==> src/rtl/seq_det_pkg.sv <==
// Shared types and helpers for the word-level sequence detector.
// Defines the controller/detector state encodings and the detector next-state and match logic.
package seq_det_pkg;

    typedef enum logic [2:0] {
        IDLE,
        CLEAR,
        SHIFT,
        DRAIN,
        DONE
    } ctrl_state_t;

    typedef enum logic [2:0] {
        D0, D1, D2, D3, D4, D5, D6, D7
    } det_state_t;

    localparam det_state_t MATCH_STATES [2] = '{D4, D7};

    function automatic logic is_match(input det_state_t s);
        logic m;
        m = 1'b0;
        for (int i = 0; i < 2; i++) begin
            if (s == MATCH_STATES[i]) begin
                m = 1'b1;
            end
        end
        return m;
    endfunction

    // D4 tracks a trailing 1111, D7 a trailing 1001; the rest encode partial prefixes.
    function automatic det_state_t det_next(input det_state_t s, input logic w);
        det_state_t n;
        case (s)
            D0:      n = w ? D1 : D0;
            D1:      n = w ? D2 : D5;
            D2:      n = w ? D3 : D5;
            D3:      n = w ? D4 : D5;
            D4:      n = w ? D4 : D5;
            D5:      n = w ? D1 : D6;
            D6:      n = w ? D7 : D0;
            D7:      n = w ? D2 : D5;
            default: n = D0;
        endcase
        return n;
    endfunction

endpackage

==> src/rtl/seq_det_core.sv <==
// Bit-serial Moore detector for 1111 / 1001 with overlap.
// z is registered alongside the state, so it always reflects the current state.
module seq_det_core
    import seq_det_pkg::*;
(
    input  logic clk,
    input  logic reset,
    input  logic clr,
    input  logic en,
    input  logic w,
    output logic z
);

    det_state_t state_reg;
    det_state_t state_next;
    logic       z_reg;

    always_comb begin
        state_next = det_next(state_reg, w);
    end

    always_ff @(posedge clk) begin
        if (reset || clr) begin
            state_reg <= D0;
            z_reg     <= 1'b0;
        end else if (en) begin
            state_reg <= state_next;
            z_reg     <= is_match(state_next);
        end
    end

    assign z = z_reg;

endmodule

==> src/rtl/seq_det_ctrl.sv <==
// Word-level controller: shifts a word MSB-first through seq_det_core and
// returns the per-bit hit map and hit count over a valid/ready handshake.
module seq_det_ctrl
    import seq_det_pkg::*;
#(
    parameter int  WIDTH = 8,
    localparam int CW    = $clog2(WIDTH + 1)
) (
    input  logic             clk,
    input  logic             reset,
    input  logic             in_valid,
    input  logic [WIDTH-1:0] in_data,
    output logic             in_ready,
    output logic             out_valid,
    input  logic             out_ready,
    output logic [WIDTH-1:0] out_map,
    output logic [CW-1:0]    out_hits,
    output logic             busy
);

    ctrl_state_t      state_reg;
    logic [WIDTH-1:0] sr_reg;
    logic [WIDTH-1:0] map_reg;
    logic [WIDTH-1:0] sample_mask;
    logic [CW-1:0]    k_reg;
    logic [CW-1:0]    hits_reg;
    logic             out_valid_reg;
    logic             busy_reg;
    logic             accept;
    logic             det_en;
    logic             det_z;

    assign in_ready = (state_reg == IDLE) && !reset;
    assign accept   = in_valid && in_ready;
    assign det_en   = (state_reg == SHIFT);

    seq_det_core u_core (
        .clk   (clk),
        .reset (reset),
        .clr   (accept),
        .en    (det_en),
        .w     (sr_reg[WIDTH-1]),
        .z     (det_z)
    );

    // z lags the consumed bit by one cycle, so SHIFT step k records bit WIDTH-k.
    genvar gi;
    generate
        for (gi = 0; gi < WIDTH; gi++) begin : g_mask
            if (gi == 0) begin : g_drain
                assign sample_mask[gi] = (state_reg == DRAIN);
            end else begin : g_shift
                assign sample_mask[gi] = (state_reg == SHIFT) && (k_reg == CW'(WIDTH - gi));
            end
        end
    endgenerate

    always_ff @(posedge clk) begin
        if (reset) begin
            state_reg     <= IDLE;
            sr_reg        <= '0;
            map_reg       <= '0;
            hits_reg      <= '0;
            k_reg         <= '0;
            out_valid_reg <= 1'b0;
            busy_reg      <= 1'b0;
        end else begin
            case (state_reg)
                IDLE: begin
                    if (accept) begin
                        sr_reg    <= in_data;
                        map_reg   <= '0;
                        hits_reg  <= '0;
                        busy_reg  <= 1'b1;
                        state_reg <= CLEAR;
                    end
                end
                CLEAR: begin
                    k_reg     <= '0;
                    state_reg <= SHIFT;
                end
                SHIFT: begin
                    sr_reg <= {sr_reg[WIDTH-2:0], 1'b0};
                    k_reg  <= k_reg + CW'(1);
                    if (k_reg == CW'(WIDTH - 1)) begin
                        state_reg <= DRAIN;
                    end
                end
                DRAIN: begin
                    out_valid_reg <= 1'b1;
                    state_reg     <= DONE;
                end
                DONE: begin
                    if (out_ready) begin
                        out_valid_reg <= 1'b0;
                        busy_reg      <= 1'b0;
                        state_reg     <= IDLE;
                    end
                end
                default: state_reg <= IDLE;
            endcase

            if (|sample_mask) begin
                map_reg  <= (map_reg & ~sample_mask) | (sample_mask & {WIDTH{det_z}});
                hits_reg <= hits_reg + {{(CW-1){1'b0}}, det_z};
            end
        end
    end

    assign out_valid = out_valid_reg;
    assign out_map   = map_reg;
    assign out_hits  = hits_reg;
    assign busy      = busy_reg;

endmodule

==> config.mk <==
export PLATFORM = sky130hd
export DESIGN_NAME = seq_det_ctrl
export DESIGN_NICKNAME = d
export VERILOG_FILES = /design/src/rtl/seq_det_pkg.sv /design/src/rtl/seq_det_core.sv /design/src/rtl/seq_det_ctrl.sv
export SDC_FILE = /design/constraint.sdc
export NUM_CORES = 1
export LEC_CHECK = 0
export ABC_AREA = 1
export CORE_ASPECT_RATIO = 0.9
export CORE_UTILIZATION = 57
export DETAILED_ROUTE_END_ITERATION = 10
export PLACE_DENSITY = 0.84
export SLEW_MARGIN = 20
export SYNTH_ARGS = -nofsm -noshare
export SYNTH_HDL_FRONTEND = slang
export SYNTH_HIERARCHICAL = 1
export SYNTH_SLANG_ARGS = --single-unit
==> constraint.sdc <==
create_clock -name clk -period 3 [get_ports clk]
set_input_delay 0.6 -clock clk [delete_from_list [all_inputs] [get_ports clk]]
set_output_delay 0.6 -clock clk [all_outputs]
set_load 0.05 [all_outputs]
-- After elaboration in Yosys (flattened, before gate mapping)
Cells that the tools add are included.
- add/sub/neg operators: 2
- $mul: 0
- div/mod/pow operators: 0
- magnitude comparators: 0
- equal/unequal tests: 23
- shifts and indexed selects: 0
- mux-type cells: 26
- bitwise gates (word level): 4
- reduce and logical (&&, ||, !) cells: 27
- operator list (kind ; count):
    two-way mux 8 bit ; 4
    == test 3 bit (second input constant) ; 7
    two-way mux 3 bit ; 7
    case mux 3 bit (6 select lines) ; 1
    bitwise AND 8 bit ; 2
    == test 4 x 3 -> 1 bit (second input constant) ; 4
    case mux 8 bit (2 select lines) ; 1
    case mux 3 bit (5 select lines) ; 1
    == test 3 x 2 -> 1 bit (second input constant) ; 4
    two-way mux 4 bit ; 3
    nonzero test 2 bit ; 6
    logical AND 1 bit ; 9
    == test 4 x 2 -> 1 bit (second input constant) ; 2
    inverter 8 bit ; 1
    OR 8 bit ; 1
    case mux 4 bit (2 select lines) ; 1
    OR reduction 8 bit ; 1
    == test 3 x 1 -> 1 bit (second input constant) ; 2
    zero test 3 bit ; 2
    two-way mux 1 bit ; 6
    AND reduction 2 bit ; 3
    AND reduction 3 bit ; 2
    adder 4 x 1 -> 4 bit ; 1
    adder 4 x 1 -> 4 bit (second input constant) ; 1
    7 further kinds ; 10
- bits in registers: 33
- bits in latches: 0
- RAM bits: 0
- memory bits (read-only): 0
- input port bits: 12
- output and inout bits: 15
- logic and storage cells: 91
- memories: 0

-- Depth between registers and ports, before layout
- depth in word-level cells: 6
- depth in mapped cells: 10
- gate-level depth less buffers: 10

-- Cells and area by module
The synthesis kept the hierarchy.
- by module, submodules not included (module ; times used ; cells each ; area an instance (µm²) ; seq. area each (µm²)):
    seq_det_ctrl ; 1 ; 197 ; 1488.9 ; 580.6
    seq_det_core ; 1 ; 52 ; 302.8 ; 80.1

-- Least setup slack after synthesis
No wires, ideal clock.
- path type: reg-to-reg
- from: reg, netlist name state_reg[1]
- to: reg sr_reg[4]
- data arrival time: 1.463 ns
- required time: 2.926 ns
- path slack: 1.463 ns
- cell stages (with the launch flop): 9
- period minus slack after synthesis: 1.537 ns
- cells stage by stage: dfxtp_1 > nor2_2 > nand2_1 > nor2_4 > nand2_2 > nand2_2 > buf_6 > o21ai_1 > a31oi_1
- RTL lines (element ; line ; text):
    to (signal assigned) ; seq_det_ctrl.sv:71 ; sr_reg <= in_data;
    to (signal assigned) ; seq_det_ctrl.sv:83 ; sr_reg <= {sr_reg[WIDTH-2:0], 1'b0};
    to (decl) ; seq_det_ctrl.sv:22 ; logic [WIDTH-1:0] sr_reg;

-- Worst setup path in the final report
- from: reg hits_reg[2], in the netlist out_hits[2]
- to: out out_hits[2]
- RTL lines (element ; line ; text):
    from (decl) ; seq_det_ctrl.sv:26 ; logic [CW-1:0] hits_reg;
    from (signal assigned) ; seq_det_ctrl.sv:105 ; hits_reg <= hits_reg + {{(CW-1){1'b0}}, det_z};
    to (decl) ; seq_det_ctrl.sv:17 ; output logic [CW-1:0] out_hits,
No word-level cell between the ends.

==> impl_metrics.py <==
metrics = {
    "global_route": {
        "grt_max_degree": 26,
        "grt_remaining_overflow": 0,
        "grt_pass1_vias": 1413,
        "grt_pass1_wl_mm": 6.265,
        "grt_use_total_pct": 26.06,
        "antenna_found_initial": 0,
    },
    "finish": {
        "area_growth_pct": 20.39,
        "antenna_cells": 0,
        "layout-drive-gt1-share_pct": 11.68,
        "nets": 291,
    },
    "clock_tree": {
        "cts_resized": 0,
        "cts_buffers": 5,
        "clock_latency_ns": 0.34,
        "cts_setup_buffers": 0,
        "numClockSinks": 33,
        "ctsRootBufferMaster": "clkbuf_4",
        "htree_num_levels": 2,
        "tritoncts": "yes",
        "clk_pin_slew_ns": 0.11,
        "holdBufCountCts": 0,
        "cts_buffer_depth": 2,
    },
    "synthesis": {
        "yosysUniqueCellTypes": 28,
        "ys_warn_count": 6,
        "synth.avg_cell_area_sq_um": 7.196,
        "synth_seq_cells": 33,
        "syn_area_sq_um": 1792,
        "synthCells": 249,
        "synth.yosys.seq_area_share_pct": 36.87,
        "synth_nets": 267,
    },
    "power": {
        "leakagePower_nw": 0.8185,
        "combPwrFrac_pct": 34.5,
        "power_w": 0.001531,
        "internal_power_w": 0.0009357,
        "switchingPower_w": 0.0005953,
        "powerDensity_nw_per_um2": 709.8,
        "peakVddDrop_mv": 0.6926,
        "clkPwrFrac_pct": 27.2,
        "switching_share_pct": 38.89,
        "pwr-share-seq_pct": 38.3,
    },
    "route": {
        "routedWlPerCell_um": 12.98,
        "first_pass_iters": 4,
        "postRouteAntennaNets": 0,
        "via_count": 1735,
        "viasPerCell": 5.525,
        "drc": 0,
        "routed_wl_mm": 4.075,
        "first_iter_violations": 141,
    },
    "floorplan": {
        "core-area_sq_um": 2860,
        "dieHeight_um": 55.19,
        "row_count": 18,
        "boundaryPins": 27,
        "die_w_um": 61.10,
        "start_util_pct": 62.64,
        "die_area_sq_um": 3372,
    },
    "sta": {
        "slew_viol_final": 0,
        "setup_violations": 0,
        "fin_setup_tns_ns": 0,
        "fin_crit_ns": 2.180,
        "period_share_pct": 72.67,
        "report.final.hold_viol_count": 0,
        "relSlewSlack_pct": 66.01,
        "grt_setup_unrepaired": "no",
        "finalClockSkew_ns": 0.009495,
        "max_freq_mhz": 458.7,
        "worstMarginPinSlew_ns": 0.5093,
    },
    "critical_path": {
        "reg2reg_from": "state_reg[2]",
        "max_stage_delay_ns": 0.83,
        "cp-start-kind": "flip-flop",
        "path_delay_family": "buffers and inverters",
        "crit_path_start": "out_hits[2]",
        "cp_num_buf_inv": 1,
        "cp.required_ns": 2.40,
        "slowest_stage": "clkdlybuf4s50_1",
        "cp.arrival_ns": 1.58,
        "crit_chain": "clkdlybuf4s50_1",
        "crit_type": "flip-flop to output pin",
        "path_max_fanout": 4,
        "end_kind": "output pin",
    },
    "worst_hold_path": {
        "hold_start": "out_valid",
        "hold_path.class": "flip-flop to flip-flop",
    },
    "place": {
        "hpwl_mm": 2.701,
        "place.gp.congestion": 0.8244,
        "numPortBuffers": 26,
    },
    "flow_run": {
        "drv_cap": 0,
    },
    "outcome": {
        "status": "finished clean",
    },
}
[layer usage]
metal | GRT usage, % | vias up | share of wire [%] | wire, um
met2 | 42.57 | 53 | 45 | 1838
met3 | 5.116 | 6 | 5.2 | 213
met5 | 0 | - | 0 | 0
met1 | 33.81 | 773 | 48 | 1960
met4 | 10.61 | 0 | 1.5 | 62
li1 | - | 903 | - | -
[kinds of logic after synthesis]
family,after synthesis,synth area share (%)
xor+xnor,2,0.9778
flops,33,36.87
compound gates,63,20.04
fa+ha+maj,6,4.190
buf+inv,29,7.821
simple gates,116,30.10
[synthesized netlist by cell type (all sizes together)]
cell | n | area (sq um)
ha | 6 | 75.07
a221oi | 1 | 8.760
nor2 | 17 | 98.84
xnor2 | 1 | 8.760
clkbuf | 3 | 11.26
a21boi | 1 | 7.510
a21oi | 26 | 137.6
a32oi | 1 | 8.760
or2 | 1 | 6.260
o31ai | 6 | 45.04
nor3 | 2 | 10.01
nand4 | 12 | 75.07
dfxtp | 33 | 660.6
buf | 8 | 61.31
o21ai | 19 | 95.09
nand3 | 15 | 75.07
inv | 18 | 67.56
xor2 | 1 | 8.760
nand2 | 69 | 274.0
a31oi | 9 | 56.30
[final timing paths]
check                     end  slack [ns]  depth (start not counted)
setup / recovery  out_hits[2]        0.82                          1
hold / removal      out_valid        0.48                          2
setup reg to reg   out_map[4]        0.96                          7
hold reg to reg     out_valid        0.48                          2
[metrics by stage]
stage / instances / cell area (sq um) / utilization (%) / setup WS, ns / hold slack (ns)
6_report: 314 / 2157 / 75.42 / 0.8198 / 0.4797
5_1_grt: 314 / 2157 / 75.42 / 0.7723 / 0.5052
4_1_cts: 314 / 2157 / 75.42 / 0.8263 / 0.4794
3_5_place_dp: 306 / 2054 / 71.83 / 0.8899 / 0.4565
3_3_place_gp: 306 / 2054 / 71.83 / 0.9617 / 0.4596
2_1_floorplan: 249 / 1792 / - / 1.463 / 0.4559
[cell type report]
| type | instances | area, sq um |
|---|---|---|
| well taps | 40 | 50.05 |
| multi-input cells | 187 | 991.0 |
| clock buffers | 5 | 37.54 |
| flip-flops and latches | 33 | 660.6 |
| inverters | 18 | 67.56 |
| fillers | 256 | 703.2 |
| clock inverters | 3 | 65.06 |
| repair buffers | 28 | 285.3 |
[power groups by stage]
stage | Combinational (W) | Sequential (W) | Clock (W)
6_report | 0.000528 | 0.000586 | 0.000417
5_1_grt | 0.000589 | 0.000596 | 0.000438
4_1_cts | 0.000528 | 0.000584 | 0.000422
3_5_place_dp | 0.000518 | 0.000589 | 0
3_3_place_gp | 0.000503 | 0.000591 | 0
2_1_floorplan | 0.000384 | 0.000602 | 0
[cells in the final DEF (no fill, tap or decap), types with 7 or more instances in the layout]
cell type        Yosys  final
nand2_1             63     63
dfxtp_1             33     33
clkdlybuf4s50_1      0     25
a21oi_1             24     24
nand3_1             15     15
inv_1               14     14
nand4_1             12     12
o21ai_0             12     12
nor2_1               9      9
a31oi_1              9      9
o21ai_1              7      7
Note: power is estimated with default switching activity, not from simulation.
